[src/rtl/pyrm_pkg.sv]
// ---------------------------------------------------------------------------
// pyrm_pkg
// Shared definitions for the branch unit: RISC-V opcode and funct3 encodings
// used to classify and resolve control instructions, the branch-unit state
// enum, and the architectural reset PC.
// ---------------------------------------------------------------------------
package pyrm_pkg;

   localparam logic [6:0]  OPC_BRANCH = 7'b1100011;
   localparam logic [6:0]  OPC_JALR   = 7'b1100111;

   localparam logic [2:0]  F3_BEQ  = 3'b000;
   localparam logic [2:0]  F3_BNE  = 3'b001;
   localparam logic [2:0]  F3_BLT  = 3'b100;
   localparam logic [2:0]  F3_BGE  = 3'b101;
   localparam logic [2:0]  F3_BLTU = 3'b110;
   localparam logic [2:0]  F3_BGEU = 3'b111;

   localparam logic [63:0] RESET_PC = 64'h0000_0000_8000_0000;

   typedef enum logic [1:0] {
      ST_EMPTY   = 2'd0,
      ST_HOLD    = 2'd1,
      ST_RESOLVE = 2'd2,
      ST_SEND    = 2'd3
   } state_t;

   // Only conditional branches and JALR need operand-dependent resolution;
   // JAL and everything else flow straight through to decode.
   function automatic logic is_control(input logic [6:0] opc);
      return (opc == OPC_BRANCH) || (opc == OPC_JALR);
   endfunction

endpackage

[src/rtl/pyrm_branch_unit_if.sv]
// ---------------------------------------------------------------------------
// pyrm_branch_unit_if
// Bundles the fetch, register-file, branch-redirect and decode channels of
// the branch unit.
//   slave  : the branch unit side
//   master : the surrounding pipeline (fetch / regfile / decode)
// ---------------------------------------------------------------------------
interface pyrm_branch_unit_if;
   logic [63:0] pc_pyri;
   logic        pc_valid_pyri;
   logic        pc_retry_pyro;
   logic [31:0] inst_pyri;
   logic        inst_valid_pyri;
   logic        inst_retry_pyro;
   logic [4:0]  rs1_addr_pyro;
   logic [4:0]  rs2_addr_pyro;
   logic [63:0] rs1_data_pyri;
   logic [63:0] rs2_data_pyri;
   logic        rs_ready_pyri;
   logic [63:0] branch_pc_pyro;
   logic        branch_pc_valid_pyro;
   logic        branch_pc_retry_pyri;
   logic [63:0] dec_pc_pyro;
   logic [31:0] dec_inst_pyro;
   logic        dec_valid_pyro;
   logic        dec_retry_pyri;

   modport slave (
      input  pc_pyri, pc_valid_pyri, inst_pyri, inst_valid_pyri,
             rs1_data_pyri, rs2_data_pyri, rs_ready_pyri,
             branch_pc_retry_pyri, dec_retry_pyri,
      output pc_retry_pyro, inst_retry_pyro, rs1_addr_pyro, rs2_addr_pyro,
             branch_pc_pyro, branch_pc_valid_pyro,
             dec_pc_pyro, dec_inst_pyro, dec_valid_pyro
   );

   modport master (
      output pc_pyri, pc_valid_pyri, inst_pyri, inst_valid_pyri,
             rs1_data_pyri, rs2_data_pyri, rs_ready_pyri,
             branch_pc_retry_pyri, dec_retry_pyri,
      input  pc_retry_pyro, inst_retry_pyro, rs1_addr_pyro, rs2_addr_pyro,
             branch_pc_pyro, branch_pc_valid_pyro,
             dec_pc_pyro, dec_inst_pyro, dec_valid_pyro
   );
endinterface

[src/rtl/pyrm_branch_cmp.sv]
// ---------------------------------------------------------------------------
// pyrm_branch_cmp
// Combinational 64-bit branch comparator and next-PC calculator.
//   i_pc        PC of the held control instruction
//   i_rs1/rs2   register operands
//   i_is_jalr   1 = JALR, 0 = conditional branch
//   i_funct3    branch condition select
//   i_imm_i     I-type immediate (JALR offset)
//   i_imm_b     B-type immediate, bit0 always zero
//   o_target    resolved next PC (64-bit wraparound)
// ---------------------------------------------------------------------------
module pyrm_branch_cmp
   import pyrm_pkg::*;
(
   input  logic [63:0] i_pc,
   input  logic [63:0] i_rs1,
   input  logic [63:0] i_rs2,
   input  logic        i_is_jalr,
   input  logic [2:0]  i_funct3,
   input  logic [11:0] i_imm_i,
   input  logic [12:0] i_imm_b,
   output logic [63:0] o_target
);

   logic signed [63:0] w_rs1_s;
   logic signed [63:0] w_rs2_s;
   logic [63:0]        w_imm_b_sext;
   logic [63:0]        w_imm_i_sext;
   logic [63:0]        w_jalr_sum;
   logic               w_taken;

   assign w_rs1_s      = i_rs1;
   assign w_rs2_s      = i_rs2;
   assign w_imm_b_sext = {{51{i_imm_b[12]}}, i_imm_b};
   assign w_imm_i_sext = {{52{i_imm_i[11]}}, i_imm_i};
   assign w_jalr_sum   = i_rs1 + w_imm_i_sext;

   always_comb begin
      w_taken = 1'b0;
      case (i_funct3)
         F3_BEQ:  w_taken = (i_rs1 == i_rs2);
         F3_BNE:  w_taken = (i_rs1 != i_rs2);
         F3_BLT:  w_taken = (w_rs1_s <  w_rs2_s);
         F3_BGE:  w_taken = (w_rs1_s >= w_rs2_s);
         F3_BLTU: w_taken = (i_rs1 <  i_rs2);
         F3_BGEU: w_taken = (i_rs1 >= i_rs2);
         default: w_taken = 1'b0;   // 010/011 are not branch conditions
      endcase
   end

   // JALR clears bit 0 of the sum so the redirect is always halfword aligned.
   assign o_target = i_is_jalr ? {w_jalr_sum[63:1], 1'b0}
                   : (w_taken ? (i_pc + w_imm_b_sext) : (i_pc + 64'd4));

endmodule

[src/rtl/pyrm_branch_unit.sv]
// ---------------------------------------------------------------------------
// pyrm_branch_unit
// One-entry holding stage between fetch and decode that resolves control
// instructions (conditional branches, JALR) and redirects fetch.
//   clk         sole clock, rising edge
//   reset_pyri  synchronous active-high reset
//   bus         fetch input (pc/inst), regfile read (rs addr/data/ready),
//               branch_pc redirect to fetch, dec_* forward to decode
// Non-control instructions are forwarded the cycle after capture and may
// stream one per cycle. Control instructions wait in RESOLVE for operands,
// then present branch_pc and the decode pair together in SEND until both
// have transferred.
// ---------------------------------------------------------------------------
module pyrm_branch_unit
   import pyrm_pkg::*;
(
   input  logic             clk,
   input  logic             reset_pyri,
   pyrm_branch_unit_if.slave bus
);

   state_t      r_state;
   state_t      w_state_nxt;
   logic [63:0] r_pc;
   logic [31:0] r_inst;
   logic [63:0] r_target;
   logic        r_br_done;
   logic        r_dec_done;

   logic        w_dec_valid;
   logic        w_br_valid;
   logic        w_dec_xfer;
   logic        w_br_xfer;
   logic        w_send_fin;
   logic        w_retry;
   logic        w_accept;
   logic        w_in_ctl;
   logic [63:0] w_target;
   logic [12:0] w_imm_b;

   always_comb begin
      w_dec_valid = 1'b0;
      w_br_valid  = 1'b0;
      case (r_state)
         ST_HOLD: w_dec_valid = 1'b1;
         ST_SEND: begin
            w_dec_valid = ~r_dec_done;
            w_br_valid  = ~r_br_done;
         end
         default: ;
      endcase
      if (reset_pyri) begin
         w_dec_valid = 1'b0;
         w_br_valid  = 1'b0;
      end
   end

   assign w_dec_xfer = w_dec_valid & ~bus.dec_retry_pyri;
   assign w_br_xfer  = w_br_valid  & ~bus.branch_pc_retry_pyri;
   // Both channels are finished once each has transferred, now or earlier.
   assign w_send_fin = (r_dec_done | w_dec_xfer) & (r_br_done | w_br_xfer);

   // Retry looks only at occupancy and downstream handshakes, never at the
   // incoming valids, so fetch sees no combinational loop through us.
   always_comb begin
      w_retry = 1'b1;
      case (r_state)
         ST_EMPTY:   w_retry = 1'b0;
         ST_HOLD:    w_retry = ~w_dec_xfer;
         ST_RESOLVE: w_retry = 1'b1;
         ST_SEND:    w_retry = ~w_send_fin;
         default:    w_retry = 1'b1;
      endcase
      if (reset_pyri) w_retry = 1'b1;
   end

   assign w_accept = bus.pc_valid_pyri & bus.inst_valid_pyri & ~w_retry;
   assign w_in_ctl = is_control(bus.inst_pyri[6:0]);

   always_comb begin
      w_state_nxt = r_state;
      case (r_state)
         ST_EMPTY:
            if (w_accept) w_state_nxt = w_in_ctl ? ST_RESOLVE : ST_HOLD;
         ST_HOLD:
            if (w_accept)        w_state_nxt = w_in_ctl ? ST_RESOLVE : ST_HOLD;
            else if (w_dec_xfer) w_state_nxt = ST_EMPTY;
         ST_RESOLVE:
            if (bus.rs_ready_pyri) w_state_nxt = ST_SEND;
         ST_SEND:
            if (w_accept)        w_state_nxt = w_in_ctl ? ST_RESOLVE : ST_HOLD;
            else if (w_send_fin) w_state_nxt = ST_EMPTY;
         default: w_state_nxt = ST_EMPTY;
      endcase
   end

   always_ff @(posedge clk) begin
      if (reset_pyri) begin
         r_state    <= ST_EMPTY;
         r_br_done  <= 1'b0;
         r_dec_done <= 1'b0;
      end else begin
         r_state <= w_state_nxt;
         if (r_state == ST_SEND && !w_send_fin) begin
            r_br_done  <= r_br_done  | w_br_xfer;
            r_dec_done <= r_dec_done | w_dec_xfer;
         end else begin
            r_br_done  <= 1'b0;
            r_dec_done <= 1'b0;
         end
      end
   end

   // Payload registers carry no reset; outputs are masked during reset and
   // the state machine guarantees nothing stale is ever presented as valid.
   always_ff @(posedge clk) begin
      if (w_accept) begin
         r_pc   <= bus.pc_pyri;
         r_inst <= bus.inst_pyri;
      end
      if (r_state == ST_RESOLVE && bus.rs_ready_pyri) r_target <= w_target;
   end

   assign w_imm_b = {r_inst[31], r_inst[7], r_inst[30:25], r_inst[11:8], 1'b0};

   pyrm_branch_cmp u_cmp (
      .i_pc      (r_pc),
      .i_rs1     (bus.rs1_data_pyri),
      .i_rs2     (bus.rs2_data_pyri),
      .i_is_jalr (r_inst[6:0] == OPC_JALR),
      .i_funct3  (r_inst[14:12]),
      .i_imm_i   (r_inst[31:20]),
      .i_imm_b   (w_imm_b),
      .o_target  (w_target)
   );

   assign bus.pc_retry_pyro        = w_retry;
   assign bus.inst_retry_pyro      = w_retry;
   assign bus.rs1_addr_pyro        = reset_pyri ? 5'd0  : r_inst[19:15];
   assign bus.rs2_addr_pyro        = reset_pyri ? 5'd0  : r_inst[24:20];
   assign bus.branch_pc_pyro       = reset_pyri ? 64'd0 : r_target;
   assign bus.branch_pc_valid_pyro = w_br_valid;
   assign bus.dec_pc_pyro          = reset_pyri ? 64'd0 : r_pc;
   assign bus.dec_inst_pyro        = reset_pyri ? 32'd0 : r_inst;
   assign bus.dec_valid_pyro       = w_dec_valid;

endmodule

[src/flat_wrapper.sv]
// flat-port wrapper written by rule: the top's interface ports become plain ports
module pyrm_branch_unit_flat import pyrm_pkg::*;
  (clk, reset_pyri, bus_pc_pyri, bus_pc_valid_pyri, bus_inst_pyri, bus_inst_valid_pyri, bus_rs1_data_pyri, bus_rs2_data_pyri, bus_rs_ready_pyri, bus_branch_pc_retry_pyri, bus_dec_retry_pyri, bus_pc_retry_pyro, bus_inst_retry_pyro, bus_rs1_addr_pyro, bus_rs2_addr_pyro, bus_branch_pc_pyro, bus_branch_pc_valid_pyro, bus_dec_pc_pyro, bus_dec_inst_pyro, bus_dec_valid_pyro);
  pyrm_branch_unit_if bus_i ();
  input  logic clk;
  input  logic reset_pyri;
  input wire logic [$bits(bus_i.pc_pyri)-1:0] bus_pc_pyri;
  input wire logic [$bits(bus_i.pc_valid_pyri)-1:0] bus_pc_valid_pyri;
  input wire logic [$bits(bus_i.inst_pyri)-1:0] bus_inst_pyri;
  input wire logic [$bits(bus_i.inst_valid_pyri)-1:0] bus_inst_valid_pyri;
  input wire logic [$bits(bus_i.rs1_data_pyri)-1:0] bus_rs1_data_pyri;
  input wire logic [$bits(bus_i.rs2_data_pyri)-1:0] bus_rs2_data_pyri;
  input wire logic [$bits(bus_i.rs_ready_pyri)-1:0] bus_rs_ready_pyri;
  input wire logic [$bits(bus_i.branch_pc_retry_pyri)-1:0] bus_branch_pc_retry_pyri;
  input wire logic [$bits(bus_i.dec_retry_pyri)-1:0] bus_dec_retry_pyri;
  output wire logic [$bits(bus_i.pc_retry_pyro)-1:0] bus_pc_retry_pyro;
  output wire logic [$bits(bus_i.inst_retry_pyro)-1:0] bus_inst_retry_pyro;
  output wire logic [$bits(bus_i.rs1_addr_pyro)-1:0] bus_rs1_addr_pyro;
  output wire logic [$bits(bus_i.rs2_addr_pyro)-1:0] bus_rs2_addr_pyro;
  output wire logic [$bits(bus_i.branch_pc_pyro)-1:0] bus_branch_pc_pyro;
  output wire logic [$bits(bus_i.branch_pc_valid_pyro)-1:0] bus_branch_pc_valid_pyro;
  output wire logic [$bits(bus_i.dec_pc_pyro)-1:0] bus_dec_pc_pyro;
  output wire logic [$bits(bus_i.dec_inst_pyro)-1:0] bus_dec_inst_pyro;
  output wire logic [$bits(bus_i.dec_valid_pyro)-1:0] bus_dec_valid_pyro;
  assign bus_i.pc_pyri = bus_pc_pyri;
  assign bus_i.pc_valid_pyri = bus_pc_valid_pyri;
  assign bus_i.inst_pyri = bus_inst_pyri;
  assign bus_i.inst_valid_pyri = bus_inst_valid_pyri;
  assign bus_i.rs1_data_pyri = bus_rs1_data_pyri;
  assign bus_i.rs2_data_pyri = bus_rs2_data_pyri;
  assign bus_i.rs_ready_pyri = bus_rs_ready_pyri;
  assign bus_i.branch_pc_retry_pyri = bus_branch_pc_retry_pyri;
  assign bus_i.dec_retry_pyri = bus_dec_retry_pyri;
  assign bus_pc_retry_pyro = bus_i.pc_retry_pyro;
  assign bus_inst_retry_pyro = bus_i.inst_retry_pyro;
  assign bus_rs1_addr_pyro = bus_i.rs1_addr_pyro;
  assign bus_rs2_addr_pyro = bus_i.rs2_addr_pyro;
  assign bus_branch_pc_pyro = bus_i.branch_pc_pyro;
  assign bus_branch_pc_valid_pyro = bus_i.branch_pc_valid_pyro;
  assign bus_dec_pc_pyro = bus_i.dec_pc_pyro;
  assign bus_dec_inst_pyro = bus_i.dec_inst_pyro;
  assign bus_dec_valid_pyro = bus_i.dec_valid_pyro;
  pyrm_branch_unit u_core (.clk(clk), .reset_pyri(reset_pyri), .bus(bus_i));
endmodule
[config.mk]
export PLATFORM = sky130hd
export DESIGN_NAME = pyrm_branch_unit_flat
export DESIGN_NICKNAME = d
export VERILOG_FILES = /design/src/rtl/pyrm_pkg.sv /design/src/rtl/pyrm_branch_unit_if.sv /design/src/rtl/pyrm_branch_cmp.sv /design/src/rtl/pyrm_branch_unit.sv /design/src/flat_wrapper.sv
export SDC_FILE = /design/constraint.sdc
export NUM_CORES = 1
export LEC_CHECK = 0
export ABC_AREA = 1
export CAP_MARGIN = 5
export CORE_ASPECT_RATIO = 0.75
export CORE_UTILIZATION = 58
export CTS_CLUSTER_SIZE = 40
export DETAILED_ROUTE_END_ITERATION = 12
export HOLD_SLACK_MARGIN = 0.08
export PLACE_DENSITY = 0.88
export RECOVER_POWER = 25
export SETUP_SLACK_MARGIN = 0.2
export SYNTH_ARGS = -nofsm -noshare
export SYNTH_HDL_FRONTEND = slang
export SYNTH_SLANG_ARGS = --single-unit
[constraint.sdc]
create_clock -name clk -period 14.1 [get_ports clk]
set_input_delay 2.82 -clock clk [delete_from_list [all_inputs] [get_ports clk]]
set_output_delay 2.82 -clock clk [all_outputs]
set_load 0.05 [all_outputs]
==> out/metrics.yaml <==
firstDrtPassIters: 7
powerDensity_nw_per_um2: 69.0
grt_usage_pct: 44.2
slew_headroom_pct: -137
cp.arrival_ps: 6210
finalSetupViolations: 0
vias: 23700
ctsHoldBuffers: 0
clk_pin_slew_ps: 80
final_cell_mix: "nand2_1 (701), inv_1 (536), nor2_1 (483), clkdlybuf4s50_1 (306), nand3_1 (216)"
pwr-share-clk_pct: 28.2
skew_ps: 12.7
share_comb_of_total_power_pct: 38.7
grt_max_degree: 127
via_per_inst: 6.00
ant_nets: 0
post_cts_resized: 0
die-area_sq_um: 35200
stdcell_count: 3957
coreArea_sq_um: 33700
drt-wirelength-per-cell_microns: 20.4
cts_tree: "yes"
drive_gt1_share_pct: 2.14
drt_iter0_drc: 3255
gp_congestion: 1.07
ys_seq_area_share_pct: 24.5
synth_cells: 3120
post_cts_buffers: 0
failed_checks: "capacitance limit, slew limit"
clkLatencyLatePin_ps: 460
fp.dieH_microns: 163
status: "finished with violations"
worstMarginPinSlew_ps: 3560
synthArstFlopShare_pct: 0
h-tree-depth: 4
pin_count: 405
fillers: 2713
wirelength_microns: 80600
cp-start-kind: "primary input"
grt_pass1_vias: 22100
slew_viol_final: 151
ys_ff_latch: 164
dp_cells: 3924
rsz0062_at_grt: "no"
peakVddDrop_uv: 107
port_buffers: 404
antenna_found_initial: 3
synth_area_per_cell_sq_um: 6.40
dpl.hpwl_microns: 64700
syn-cell-area_sq_um: 20000
hold_viol_final: 0
postSynthNetCount: 3542
crit_fanout: 39
start_util_pct: 59.3
fmax_mhz: 111
ff2ff_setup_slack_ps: 8970
criticalPathCategory: "primary input to output port"
syn_to_final_growth_pct: 25.0
internal_power_mw: 1.04
fin_crit_ps: 9030
num_rows: 58
drc: 0
pwr-share-seq_pct: 33.1
grt_overflow_total: 0
p_leak_nw: 11.6
worstHoldPathType: "flop to flop"
cap_violations: 3
final_common_cell: "nand2_1"
period_share_pct: 64.1
synth-edff-count: 160
worst_setup_path_end_kind: "output port"
fp.dieW_microns: 216
clock-sinks: 164
grt_pass1_wl_microns: 120000
fin_tns_setup_ps: 0
synth-warning-count: 0
p_sw_mw: 0.680
required_ps: 11280
nNetsFinal: 3915
synth_ff_type: "edfxtp_1"
swShare_pct: 39.5
multiInputGateArea_sq_um: 12800
regArea_sq_um: 4880
cts_buffers: 17
root_buffer: "clkbuf_16"
synth_cell_type_count: 48
postLayoutCoreUtil_pct: 74.1
cts_buffer_depth: 2
## metrics by stage
| step | total power, mW | hold WS (ps) | setup WS (ps) | area (sq um) |
|---|---|---|---|---|
| after floorplan | 0.988 | 530 | 4790 | 20000 |
| after global routing | 1.78 | 678 | 4840 | 25000 |
| after CTS | 1.70 | 590 | 6150 | 25000 |
| after global placement | 1.20 | 559 | 6320 | 24400 |
| final | 1.72 | 620 | 5070 | 25000 |
| after detailed placement | 1.22 | 573 | 6140 | 24400 |
## Yosys cell counts, types with 4 or more instances
cell type | n | share of area, %
o21ai_1 | 5 | 0.13
buf_2 | 13 | 0.33
a21oi_1 | 211 | 5.3
xnor2_1 | 28 | 1.2
and2_1 | 4 | 0.13
o21bai_1 | 18 | 0.68
inv_1 | 537 | 10
dfxtp_1 | 4 | 0.40
nor2_1 | 485 | 9.1
clkbuf_1 | 27 | 0.51
edfxtp_1 | 160 | 24
nand2_1 | 701 | 13
xor2_1 | 109 | 4.8
ha_1 | 189 | 12
a31oi_1 | 29 | 0.91
nand4_1 | 34 | 1.1
a21o_1 | 22 | 0.83
buf_4 | 13 | 0.49
a21boi_0 | 11 | 0.41
nand3_1 | 216 | 5.4
and3_1 | 4 | 0.13
or2_2 | 10 | 0.31
buf_1 | 7 | 0.13
nor4_1 | 22 | 0.69
nor3_1 | 49 | 1.2
nor2_4 | 4 | 0.23
o21a_1 | 17 | 0.64
o21ai_0 | 137 | 3.4
nand3b_1 | 9 | 0.34
o211ai_1 | 10 | 0.38
nand3_2 | 5 | 0.25
a211oi_1 | 4 | 0.15
## flip-flops by register name, indices dropped and copies added, names as in the netlist, named ones only
register           flops
u_core.r_target       64
u_core.r_pc           64
u_core.r_state         1
u_core.r_br_done       1
u_core.r_dec_done      1
u_core.r_inst         32
## power groups by stage
stage	Combinational (mW)	Clock (mW)	Sequential [mW]
final	0.666	0.485	0.570
after global routing	0.712	0.500	0.570
after CTS	0.648	0.481	0.568
after detailed placement	0.643	0	0.579
after global placement	0.626	0	0.578
after floorplan	0.411	0	0.577
## critical path, stage by stage
cell,delay [ps]
clkbuf_1,1270
nor2_1,290
o21a_1,240
nand2_1,110
nand2_1,80
a21oi_1,220
nand2_1,140
nand4_1,180
clkdlybuf4s50_1,840
## worst paths after layout
check	start	to	cells after the start
setup / recovery	reset_pyri	bus_inst_retry_pyro	9
setup reg to reg	u_core.r_inst[3]$_DFFE_PP_	u_core.r_target[47]$_DFFE_PP_	9
hold / removal	u_core.r_dec_done$_SDFF_PP0_	u_core.r_dec_done$_SDFF_PP0_	4
hold reg to reg	u_core.r_dec_done$_SDFF_PP0_	u_core.r_dec_done$_SDFF_PP0_	4
## cell type report
cell class / instances / share of cell area [%]
timing repair buffer: 414 / 16.5
clock inverter: 15 / 0.652
clock buffer: 17 / 1.70
inverter: 539 / 8.11
tap: 450 / 2.26
sequential: 164 / 19.6
antenna: 1 / 0.0100
multi-input combinational: 2357 / 51.2
## kinds of logic (layout without fill, tap and decap cells)
| kind of cell | Yosys count | in the layout | share of synthesized area, % |
|---|---|---|---|
| compound gates | 476 | 476 | 13.4 |
| xor+xnor | 137 | 137 | 6.01 |
| fa+ha+maj | 191 | 191 | 12.0 |
| buf+inv | 599 | 985 | 11.6 |
| flops | 164 | 164 | 24.5 |
| other cells | 0 | 1 | 0 |
| simple gates | 1553 | 1553 | 32.5 |
## layer usage
layer	global-route usage [%]	share of wire (%)	vias up
met5	0	0.016	-
met4	17.4	4.4	2
met3	11.1	15	318
met2	67.6	42	1796
met1	59.9	39	10700
li1	-	-	10900
(Power assumes the default switching activity.)
